<file path="src/rtl/shift_pipe_vr_pkg.sv">
// rtl/shift_pipe_vr_pkg.sv - shared helpers for the elastic shift pipeline
package shift_pipe_vr_pkg;

    function automatic int unsigned popcount(input logic [63:0] v);
        int unsigned n;
        n = 0;
        for (int i = 0; i < 64; i++) begin
            n += 32'(v[i]);
        end
        return n;
    endfunction

endpackage

</file>
<file path="src/rtl/shift_pipe_vr_stage.sv">
// rtl/shift_pipe_vr_stage.sv - one valid/data stage of the elastic shift pipeline
module pipe_stage_vr #(
    parameter int DATA_W      = 32,
    parameter int LANES       = 1,
    parameter int RST_DATA_EN = 0
) (
    input  logic                          clk,
    input  logic                          rst,
    input  logic                          load_i,
    input  logic                          flush_i,
    input  logic                          valid_i,
    input  logic [LANES-1:0][DATA_W-1:0]  data_i,
    output logic                          valid_o,
    output logic [LANES-1:0][DATA_W-1:0]  data_o
);

    logic                         valid_q, valid_d;
    logic [LANES-1:0][DATA_W-1:0] data_q, data_d;

    // Bubbles clear the valid bit but leave the last real beat in the data register.
    always_comb begin
        valid_d = valid_q;
        data_d  = data_q;
        if (flush_i) begin
            valid_d = 1'b0;
        end else if (load_i) begin
            valid_d = valid_i;
            if (valid_i) begin
                data_d = data_i;
            end
        end
    end

    always_ff @(posedge clk) begin
        if (rst) begin
            valid_q <= 1'b0;
            if (RST_DATA_EN != 0) begin
                data_q <= '0;
            end
        end else begin
            valid_q <= valid_d;
            data_q  <= data_d;
        end
    end

    assign valid_o = valid_q;
    assign data_o  = data_q;

endmodule

</file>
<file path="src/rtl/shift_pipe_vr.sv">
// rtl/shift_pipe_vr.sv - stallable valid/ready fixed-latency shift pipeline with taps
module shift_pipe_vr
    import shift_pipe_vr_pkg::*;
#(
    parameter int DATA_W          = 32,
    parameter int LANES           = 1,
    parameter int PIPE_DEPTH      = 4,
    parameter int RST_DATA_EN     = 0,
    parameter int BUBBLE_COLLAPSE = 1,
    localparam int CNT_W          = $clog2(PIPE_DEPTH + 1)
) (
    input  logic                                          clk,
    input  logic                                          rst,
    input  logic                                          flush_i,
    input  logic                                          valid_i,
    output logic                                          ready_o,
    input  logic [LANES-1:0][DATA_W-1:0]                  data_i,
    output logic                                          valid_o,
    input  logic                                          ready_i,
    output logic [LANES-1:0][DATA_W-1:0]                  data_o,
    output logic [PIPE_DEPTH-1:0]                         tap_valid_o,
    output logic [PIPE_DEPTH-1:0][LANES-1:0][DATA_W-1:0]  tap_data_o,
    output logic [CNT_W-1:0]                              occupancy_o
);

    typedef logic [LANES-1:0][DATA_W-1:0] lane_t;

    logic [PIPE_DEPTH-1:0] valid_q;
    logic [PIPE_DEPTH-1:0] adv;
    logic [PIPE_DEPTH-1:0] up_valid;
    logic [PIPE_DEPTH-1:0] valid_nxt;
    lane_t                 up_data    [PIPE_DEPTH];
    lane_t                 stage_data [PIPE_DEPTH];
    logic [CNT_W-1:0]      occupancy_q, occupancy_d;

    // Advance chain walks back from the output; a scalar carry avoids a self-reading vector.
    always_comb begin
        logic carry;
        adv   = '0;
        carry = ready_i || !valid_q[PIPE_DEPTH-1];
        adv[PIPE_DEPTH-1] = carry;
        for (int k = PIPE_DEPTH - 2; k >= 0; k--) begin
            if (BUBBLE_COLLAPSE != 0) begin
                carry = carry || !valid_q[k];
            end
            adv[k] = carry;
        end
    end

    genvar g;
    generate
        for (g = 0; g < PIPE_DEPTH; g++) begin : g_stage
            if (g == 0) begin : g_head
                assign up_valid[g] = valid_i;
                assign up_data[g]  = data_i;
            end else begin : g_body
                assign up_valid[g] = valid_q[g-1];
                assign up_data[g]  = stage_data[g-1];
            end

            pipe_stage_vr #(
                .DATA_W      (DATA_W),
                .LANES       (LANES),
                .RST_DATA_EN (RST_DATA_EN)
            ) u_stage (
                .clk     (clk),
                .rst     (rst),
                .load_i  (adv[g]),
                .flush_i (flush_i),
                .valid_i (up_valid[g]),
                .data_i  (up_data[g]),
                .valid_o (valid_q[g]),
                .data_o  (stage_data[g])
            );

            assign tap_data_o[g] = stage_data[g];
        end
    endgenerate

    always_comb begin
        valid_nxt = '0;
        for (int k = 0; k < PIPE_DEPTH; k++) begin
            valid_nxt[k] = flush_i ? 1'b0 : (adv[k] ? up_valid[k] : valid_q[k]);
        end
        occupancy_d = CNT_W'(popcount(64'(valid_nxt)));
    end

    always_ff @(posedge clk) begin
        if (rst) begin
            occupancy_q <= '0;
        end else begin
            occupancy_q <= occupancy_d;
        end
    end

    assign ready_o     = adv[0] && !flush_i;
    assign valid_o     = valid_q[PIPE_DEPTH-1] && !flush_i;
    assign data_o      = stage_data[PIPE_DEPTH-1];
    assign tap_valid_o = valid_q;
    assign occupancy_o = occupancy_q;

endmodule

</file>
<file path="config.mk">
export PLATFORM = sky130hd
export DESIGN_NAME = shift_pipe_vr
export DESIGN_NICKNAME = d
export VERILOG_FILES = /design/src/rtl/shift_pipe_vr_pkg.sv /design/src/rtl/shift_pipe_vr_stage.sv /design/src/rtl/shift_pipe_vr.sv
export SDC_FILE = /design/constraint.sdc
export NUM_CORES = 1
export LEC_CHECK = 0
export CAP_MARGIN = 10
export CORE_ASPECT_RATIO = 0.75
export CORE_UTILIZATION = 40
export DETAILED_ROUTE_END_ITERATION = 8
export PLACE_DENSITY = 0.78
export RECOVER_POWER = 100
export SYNTH_ARGS = -nofsm -noshare
export SYNTH_HDL_FRONTEND = slang
export SYNTH_SLANG_ARGS = --single-unit
</file>
<file path="constraint.sdc">
create_clock -name clk -period 4.9 [get_ports clk]
set_input_delay 0.98 -clock clk [delete_from_list [all_inputs] [get_ports clk]]
set_output_delay 0.98 -clock clk [all_outputs]
set_load 0.01 [all_outputs]
</file>
=== After elaboration in Yosys (flattened, before gate mapping) ===
Cells that the tools add are included.

* Add/subtract/negate cells: 3
* Multiplexer cells: 8
* Bitwise operators: 2
* Reduce and logical (&&, ||, !) cells: 15

{| class="wikitable"
|+ Operator list
! operator !! count
|-
| $reduce_and 4->1 || 4
|-
| $mux 1 || 8
|-
| $logic_not 1->1 || 5
|-
| $logic_or 1x1->1 || 4
|-
| $add 2x1->3 || 1
|-
| $add 3x1->3 || 1
|-
| $add 1x1->2 || 1
|-
| $logic_and 1x1->1 || 2
|-
| $not 1->1 || 2
|}

* Flip-flop bits (word level): 135
* Bits of input ports: 37
* Output and inout port bits: 169
* Word-level logic and storage cells: 37

=== Longest topological paths before layout ===
Gate-level depths: netlist of the first run.

* Depth after elaboration: 10
* Depth in mapped cells: 8
* Mapped depth without buffers: 7

=== Modules after synthesis ===
Synthesis of the first run repeated with hierarchy kept, for this count alone.

* Cell total of the unflattened synthesis: 204
* Area total of the unflattened synthesis: 4493.1 um2

{| class="wikitable"
|+ Modules (own cells, without submodules)
! module !! times used !! cells each !! area an instance (um2) !! sequential area each (um2)
|-
| pipe_stage_vr || 4 || 37 || 1008.5 || 980.9
|-
| shift_pipe_vr || 1 || 56 || 459.2 || 60.1
|}

=== Worst setup path before layout of the first run ===
Ideal clock, no wire load.

* Path type: input-to-reg
* Start: input ready_i
* End: register g_stage[1].u_stage.data_q (netlist bit g_stage[1].u_stage.data_o[0]) (enable)
* Library setup time: 425 ps
* Arrival time: 2739 ps
* Setup slack: 1736 ps
* Stages on the path: 3
* Path buffers: 1
* Cells stage by stage: and4b_1 -> buf_6 -> nor2b_1

* Longest elaborated chain between the ends: 4

{| class="wikitable"
|+ Ends and longest elaborated chain
! what !! RTL line !! RTL
|-
| start, declared || shift_pipe_vr.sv:19 || <nowiki>input logic ready_i,</nowiki>
|-
| $logic_or 1x1->1 || shift_pipe_vr.sv:40 || <nowiki>carry = ready_i || !valid_q[PIPE_DEPTH-1];</nowiki>
|-
| $logic_or 1x1->1 (2 in series) || shift_pipe_vr.sv:44 || <nowiki>carry = carry || !valid_q[k];</nowiki>
|-
| $reduce_and 4->1 (no source line) || - ||
|-
| end signal, assigned || shift_pipe_vr_stage.sv:42 || <nowiki>data_q <= data_d;</nowiki>
|-
| end, declared || shift_pipe_vr_stage.sv:18 || <nowiki>logic [LANES-1:0][DATA_W-1:0] data_q, data_d;</nowiki>
|}

Every way passes these cells.
A chain may end at the register's enable or synchronous reset.

=== Worst setup path in the final report of the first run ===
* Start: input ready_i
* End: output ready_o

* Longest elaborated chain between the ends: 5

{| class="wikitable"
|+ Ends and longest elaborated chain
! what !! RTL line !! RTL
|-
| $logic_or 1x1->1 || shift_pipe_vr.sv:40 ||
|-
| $logic_or 1x1->1 (3 in series) || shift_pipe_vr.sv:44 ||
|-
| $logic_and 1x1->1 || shift_pipe_vr.sv:96 || <nowiki>assign ready_o = adv[0] && !flush_i;</nowiki>
|-
| end, declared || shift_pipe_vr.sv:16 || <nowiki>output logic ready_o,</nowiki>
|}

Every way passes these cells.

==> results of run 1 <==
[per-layer routing]
layer / global-route usage, % / wire length, um / up-vias
met3: 6.891 / 529 / 8
met2: 28.22 / 4968 / 106
li1: - / - / 1113
met4: 7.329 / 93 / 0
met1: 18.81 / 3924 / 1210
met5: 0 / 0 / -
[layout make-up]
cell class              count  area (sq um)  share of cell area (%)
flip-flops and latches    135          3984                   55.95
repair buffers            206          2056                   28.87
clock buffers              17         425.4                   5.974
clock inverters            15         240.2                   3.374
multi-input cells          26         221.5                   3.110
well taps                 140         175.2                   2.460
inverters                   5         18.77                  0.2636
[registers in the layout, indices dropped and copies added, names as in the netlist]
name                     flops
g_stage.u_stage.valid_o      4
occupancy_o                  3
g_stage.u_stage.data_o     128
[metrics by stage]
step / instance area [sq um] / hold slack (ns) / worst slack [ns] / total power [uW] / instances
detailed placement: 6466 / 0.4311 / 1.394 / 1384 / 512
global route: 7121 / 0.4471 / 0.9733 / 2852 / 544
CTS: 7132 / 0.4458 / 1.368 / 2799 / 544
floorplan: 4504 / 0.4732 / 1.736 / 1319 / 203
finish: 7121 / 0.4359 / 1.177 / 2770 / 544
global placement: 6466 / 0.4295 / 1.389 / 1381 / 512
[worst register-to-register path, cell delays in order, from the launching register on]
cell	delay, ns
dfxtp_1	0.36
and4b_1	0.33
a2111oi_4	0.80
clkbuf_1	1.05
[path summary, 6_finish.rpt]
path	start	endpoint	slack [ns]	depth (start not counted)
min reg2reg	g_stage[1].u_stage.data_o[27]$_DFFE_PP_	g_stage[2].u_stage.data_o[27]$_DFFE_PP_	0.44	0
max	ready_i	ready_o	1.18	4
min	g_stage[1].u_stage.data_o[27]$_DFFE_PP_	g_stage[2].u_stage.data_o[27]$_DFFE_PP_	0.44	0
max reg2reg	g_stage[2].u_stage.valid_o$_SDFF_PP0_	g_stage[0].u_stage.data_o[31]$_DFFE_PP_	1.96	3
[synth_stat cells, drive strengths merged]
| library cell | instances | share of area [%] |
|---|---|---|
| and3b | 1 | 0.22 |
| and4b | 1 | 0.22 |
| o21ai | 2 | 0.22 |
| dfxtp | 7 | 3.1 |
| nand3b | 1 | 0.17 |
| buf | 37 | 6.3 |
| a21boi | 1 | 0.17 |
| a22o | 1 | 0.22 |
| o21a | 2 | 0.33 |
| a21oi | 2 | 0.22 |
| nor2b | 7 | 0.97 |
| nor2 | 1 | 0.083 |
| and3 | 1 | 0.14 |
| a2111oi | 1 | 0.61 |
| edfxtp | 128 | 85 |
| fa | 1 | 0.44 |
| nor3b | 1 | 0.17 |
| inv | 5 | 0.42 |
| a31oi | 1 | 0.14 |
| ha | 2 | 0.56 |
[power by group]
group	internal [uW]	switching, uW
clock network	920	502
registers	1270	7.69
logic	40.2	29.9
[cell families after synthesis]
| family | after synthesis | share of synthesized area [%] |
|---|---|---|
| and+or+nand+nor | 13 | 1.972 |
| adders and majority gates | 3 | 0.9999 |
| buffers and inverters | 42 | 6.667 |
| DFF | 135 | 88.44 |
| AOI/OAI and AO/OA | 10 | 1.917 |
==> impl_metrics.tcl, run 1 <==
set metrics [dict create \
    clock_sinks 135 \
    p_per_area_mw_per_mm2 389.0 \
    violations "DRC, capacitance limit, slew limit" \
    ctsRootBufferMaster "clkbuf_16" \
    post-route-drc-count 2 \
    vias 2437 \
    cp-start-kind "input pin" \
    core.rowCount 33 \
    required_ns 3.92 \
    grt_pass1_wl_um 14080 \
    cts_buffers 17 \
    fin_nets 431 \
    postSynthAreaPerCell_sq_um 22.19 \
    drv_cap 3 \
    dieWidth_um 124.5 \
    synthCells 203 \
    status "finished with violations" \
    ir_worst_vdd_uv 232.5 \
    fmax_mhz 268.6 \
    rsz0062_at_grt "false" \
    clk_pin_slew_ns 0.06 \
    fin_crit_sh_pct 75.98 \
    syn_area_sq_mm 0.004504 \
    drive_gt1_share_pct 8.663 \
    crit_family "buffers and inverters" \
    max_stage_delay_ns 0.62 \
    leakage_uw 0.002528 \
    antennaDiodeCount 0 \
    cp-end-kind "output port" \
    core_area_sq_mm 0.01094 \
    dr.pass1.iters 6 \
    slew_headroom_pct -12.53 \
    cts_tree "done" \
    first_global_vias 2558 \
    start_util_pct 41.17 \
    ctsHoldBuffers 0 \
    synth_fp_nets 243 \
    cpMaxStageDelayCell "dlygate4sd3_1" \
    post_drt_wl_per_cell_um 17.49 \
    worstPathCellList "dlygate4sd3_1 -> and4b_1 -> a21oi_1 -> dlygate4sd3_1" \
    die_area_sq_mm 0.01169 \
    synth.distinct_cells 21 \
    ys_warn_count 0 \
    place.port_buffers 205 \
    antenna_found_initial 0 \
    setup_violations 0 \
    area_growth_pct 58.08 \
    tightest_slew_ns 1.680 \
    grt_overflow 0 \
    synth_seq_cells 135 \
    io_pins 206 \
    final_common_cell "dlygate4sd3_1" \
    finalCriticalPeriod_ns 3.723 \
    synth-seq-area-share_pct 88.44 \
    fillers 743 \
    critPathKind "in -> out" \
    path_max_fanout 7 \
    fp.dieH_um 93.90 \
    cts.path.max_buffers 2 \
    wl_um 9515 \
    gp_congestion 0.7769 \
    ant_nets 0 \
    grt_util_all_layers_pct 16.74 \
    hold_viol_final 0 \
    layout_common_cells "203 x dlygate4sd3_1, 128 x edfxtp_1, 17 x clkbuf_16, 7 x dfxtp_1, 6 x nor2b_1" \
    critPathBufInv 2 \
    maxSlewViolCount 99 \
    grt_max_degree 33 \
    hpwl_um 6793 \
    post-cts-setup-buffers 0 \
    clock_latency_ns 0.41 \
    cpMostUsedCell "dlygate4sd3_1" \
    htreeDepth 4 \
    setup_tns_ns 0 \
    hold_class "reg -> reg" \
    arrival_ns 2.74 \
    postLayoutCoreUtil_pct 65.08 \
    drt_iter0_markers 73 \
    cts_resized 0 \
    skew_ns 0.007811 \
    viasPerCell 4.480 \
]
Note: power is estimated with default switching activity, not from simulation.
==> run 2: changes to the inputs <==
==> constraint.sdc (replaced) <==
create_clock -name clk -period 3.58 [get_ports clk]
set_input_delay 0.716 -clock clk [delete_from_list [all_inputs] [get_ports clk]]
set_output_delay 0.716 -clock clk [all_outputs]
set_load 0.01 [all_outputs]
==> run 2 against run 1 <==
Net effect:
- global-route usage decreased by 0.43 points
- the run still ends with DRC, capacitance limit, slew limit left
- die area stayed put
- critical endpoint unchanged
- clock skew hardly changed
- first-iteration DRC count increased by 41%
- non-clock buffer count increased by 3
- worst hold slack got worse by 0.0020 ns
- clock power grew 18%
- routed wire length decreased by 0.41%
==> impl_metrics.tcl, run 2 (synthesis gave the netlist of run 1 again) <==
set metrics [dict create \
    clock_latency_ns 0.40 \
    htreeDepth 4 \
    start_util_pct 41.17 \
    arrival_ns 2.45 \
    drt_iter0_markers 103 \
    fin_nets 434 \
    rsz0062_at_grt "false" \
    largest_reg_flops 128 \
    critPathBufInv 2 \
    sequentialPowerShare_pct 49.8 \
    multi_input_area_sq_um 209.0 \
    clock_sinks 135 \
    gp_congestion 0.7579 \
    vias 2392 \
    grt_overflow 0 \
    status "finished with violations" \
    grt_util_all_layers_pct 16.30 \
    max_stage_delay_ns 0.61 \
    pwr-share-comb_pct 2.7 \
    wl_um 9476 \
    place_ws_ns 0.4933 \
    violations "DRC, capacitance limit, slew limit" \
    skew_ns 0.008275 \
    required_ns 2.86 \
    busiest_layer "met2" \
    p_per_area_mw_per_mm2 499.0 \
    dr.pass1.iters 6 \
    cts_buffers 17 \
    setup_violations 0 \
    post-cts-setup-buffers 0 \
    ir_worst_vdd_uv 318.3 \
    layout_common_cells "203 x dlygate4sd3_1, 128 x edfxtp_1, 17 x clkbuf_16, 7 x dfxtp_1, 6 x nor2b_1" \
    cts_resized 0 \
    cpMostUsedCell "dlygate4sd3_1" \
    grt_max_degree 33 \
    hold_class "reg -> reg" \
    antenna_found_initial 0 \
    swShare_pct 19.63 \
    antennaDiodeCount 0 \
    worstPathCellList "dlygate4sd3_1 -> and4b_1 -> a21oi_1 -> dlygate4sd3_1" \
    cp-end-kind "output port" \
    maxSlewViolCount 33 \
    finalCriticalPeriod_ns 3.168 \
    final_common_cell "dlygate4sd3_1" \
    post_drt_wl_per_cell_um 17.32 \
    fmax_mhz 315.7 \
    ant_nets 0 \
    setup_tns_ns 0 \
    core.rowCount 33 \
    drv_cap 1 \
    leakage_uw 0.002492 \
    clk_pin_slew_ns 0.06 \
    post-route-drc-count 2 \
    fillers 766 \
    finalPower_uw 3512 \
    met1_usage_pct 18.94 \
    ctsRootBufferMaster "clkbuf_16" \
    crit_family "buffers and inverters" \
    area_growth_pct 56.22 \
    regArea_sq_mm 0.003984 \
    cpMaxStageDelayCell "dlygate4sd3_1" \
    cp-start-kind "input pin" \
    fp.dieH_um 93.90 \
    cts_tree "done" \
    p_switching_uw 689.4 \
    rrSetupSlack_ns 1.32 \
    critPathKind "in -> out" \
    io_pins 206 \
    power.clock.fraction_pct 47.5 \
    core_area_sq_mm 0.01094 \
    first_global_vias 2519 \
    intPower_uw 2822 \
    path_max_fanout 7 \
    dieWidth_um 124.5 \
    grtUsageMet3_pct 4.385 \
    viasPerCell 4.373 \
    hold_viol_final 0 \
    grt_pass1_wl_um 14010 \
    place.port_buffers 205 \
    tightest_slew_ns 1.540 \
    ctsHoldBuffers 0 \
    met2_usage_pct 27.76 \
    fin_crit_sh_pct 88.48 \
    cts.path.max_buffers 2 \
    die_area_sq_mm 0.01169 \
    layout_setup_ws_ns 0.4124 \
    hpwl_um 6907 \
    slew_headroom_pct -2.638 \
    drive_gt1_share_pct 9.091 \
]
run 2: final cells by class:
| cell class | count | area share [%] |
|---|---|---|
| Timing Repair Buffer | 209 | 29.43 |
| Clock buffer | 18 | 6.099 |
| Clock inverter | 14 | 2.134 |
| Tap cell | 140 | 2.489 |
| Sequential cell | 135 | 56.61 |
| Inverter | 5 | 0.2667 |
| Multi-Input combinational cell | 26 | 2.969 |
run 2: worst register-to-register path, stage by stage, from the launching register on:
cell       delay [ns]
dfxtp_1          0.36
and4b_1          0.32
a2111oi_0        0.60
clkbuf_2         0.60
run 2: path summary, 6_finish.rpt:
check / cells past startpoint / to / start
worst max register to register: 3 / g_stage[0].u_stage.data_o[23]$_DFFE_PP_ / g_stage[2].u_stage.valid_o$_SDFF_PP0_
worst max-delay path: 4 / ready_o / ready_i
worst min register to register: 0 / g_stage[1].u_stage.data_o[7]$_DFFE_PP_ / g_stage[0].u_stage.data_o[7]$_DFFE_PP_
worst min-delay path: 0 / g_stage[1].u_stage.data_o[7]$_DFFE_PP_ / g_stage[0].u_stage.data_o[7]$_DFFE_PP_
run 2: power groups by stage:
stage | sequential [uW] | clock [uW] | combinational [uW]
final | 1750 | 1670 | 93.8
after global routing | 1750 | 1770 | 99.7
after CTS | 1750 | 1700 | 112
after detailed placement | 1780 | 0 | 111
after global placement | 1780 | 0 | 109
after floorplan | 1790 | 0 | 15.0
run 2: metrics by stage:
stage                     utilization (%)  hold slack, ns  cells  cell area [sq um]
after floorplan                         -          0.4732    203               4504
after global placement              59.30          0.4304    515               6489
after detailed placement            59.30          0.4328    515               6489
after CTS                           64.60          0.4471    547               7068
after global routing                64.31          0.4482    547               7037
final                               64.31          0.4340    547               7037
run 2: routing by layer:
| layer | share of wire, % | up-vias | wire length [um] |
|---|---|---|---|
| met5 | 0 | - | 0 |
| met4 | 1.9 | 0 | 179 |
| met3 | 5.1 | 14 | 483 |
| met2 | 52 | 96 | 4902 |
| met1 | 41 | 1162 | 3910 |
| li1 | - | 1120 | - |
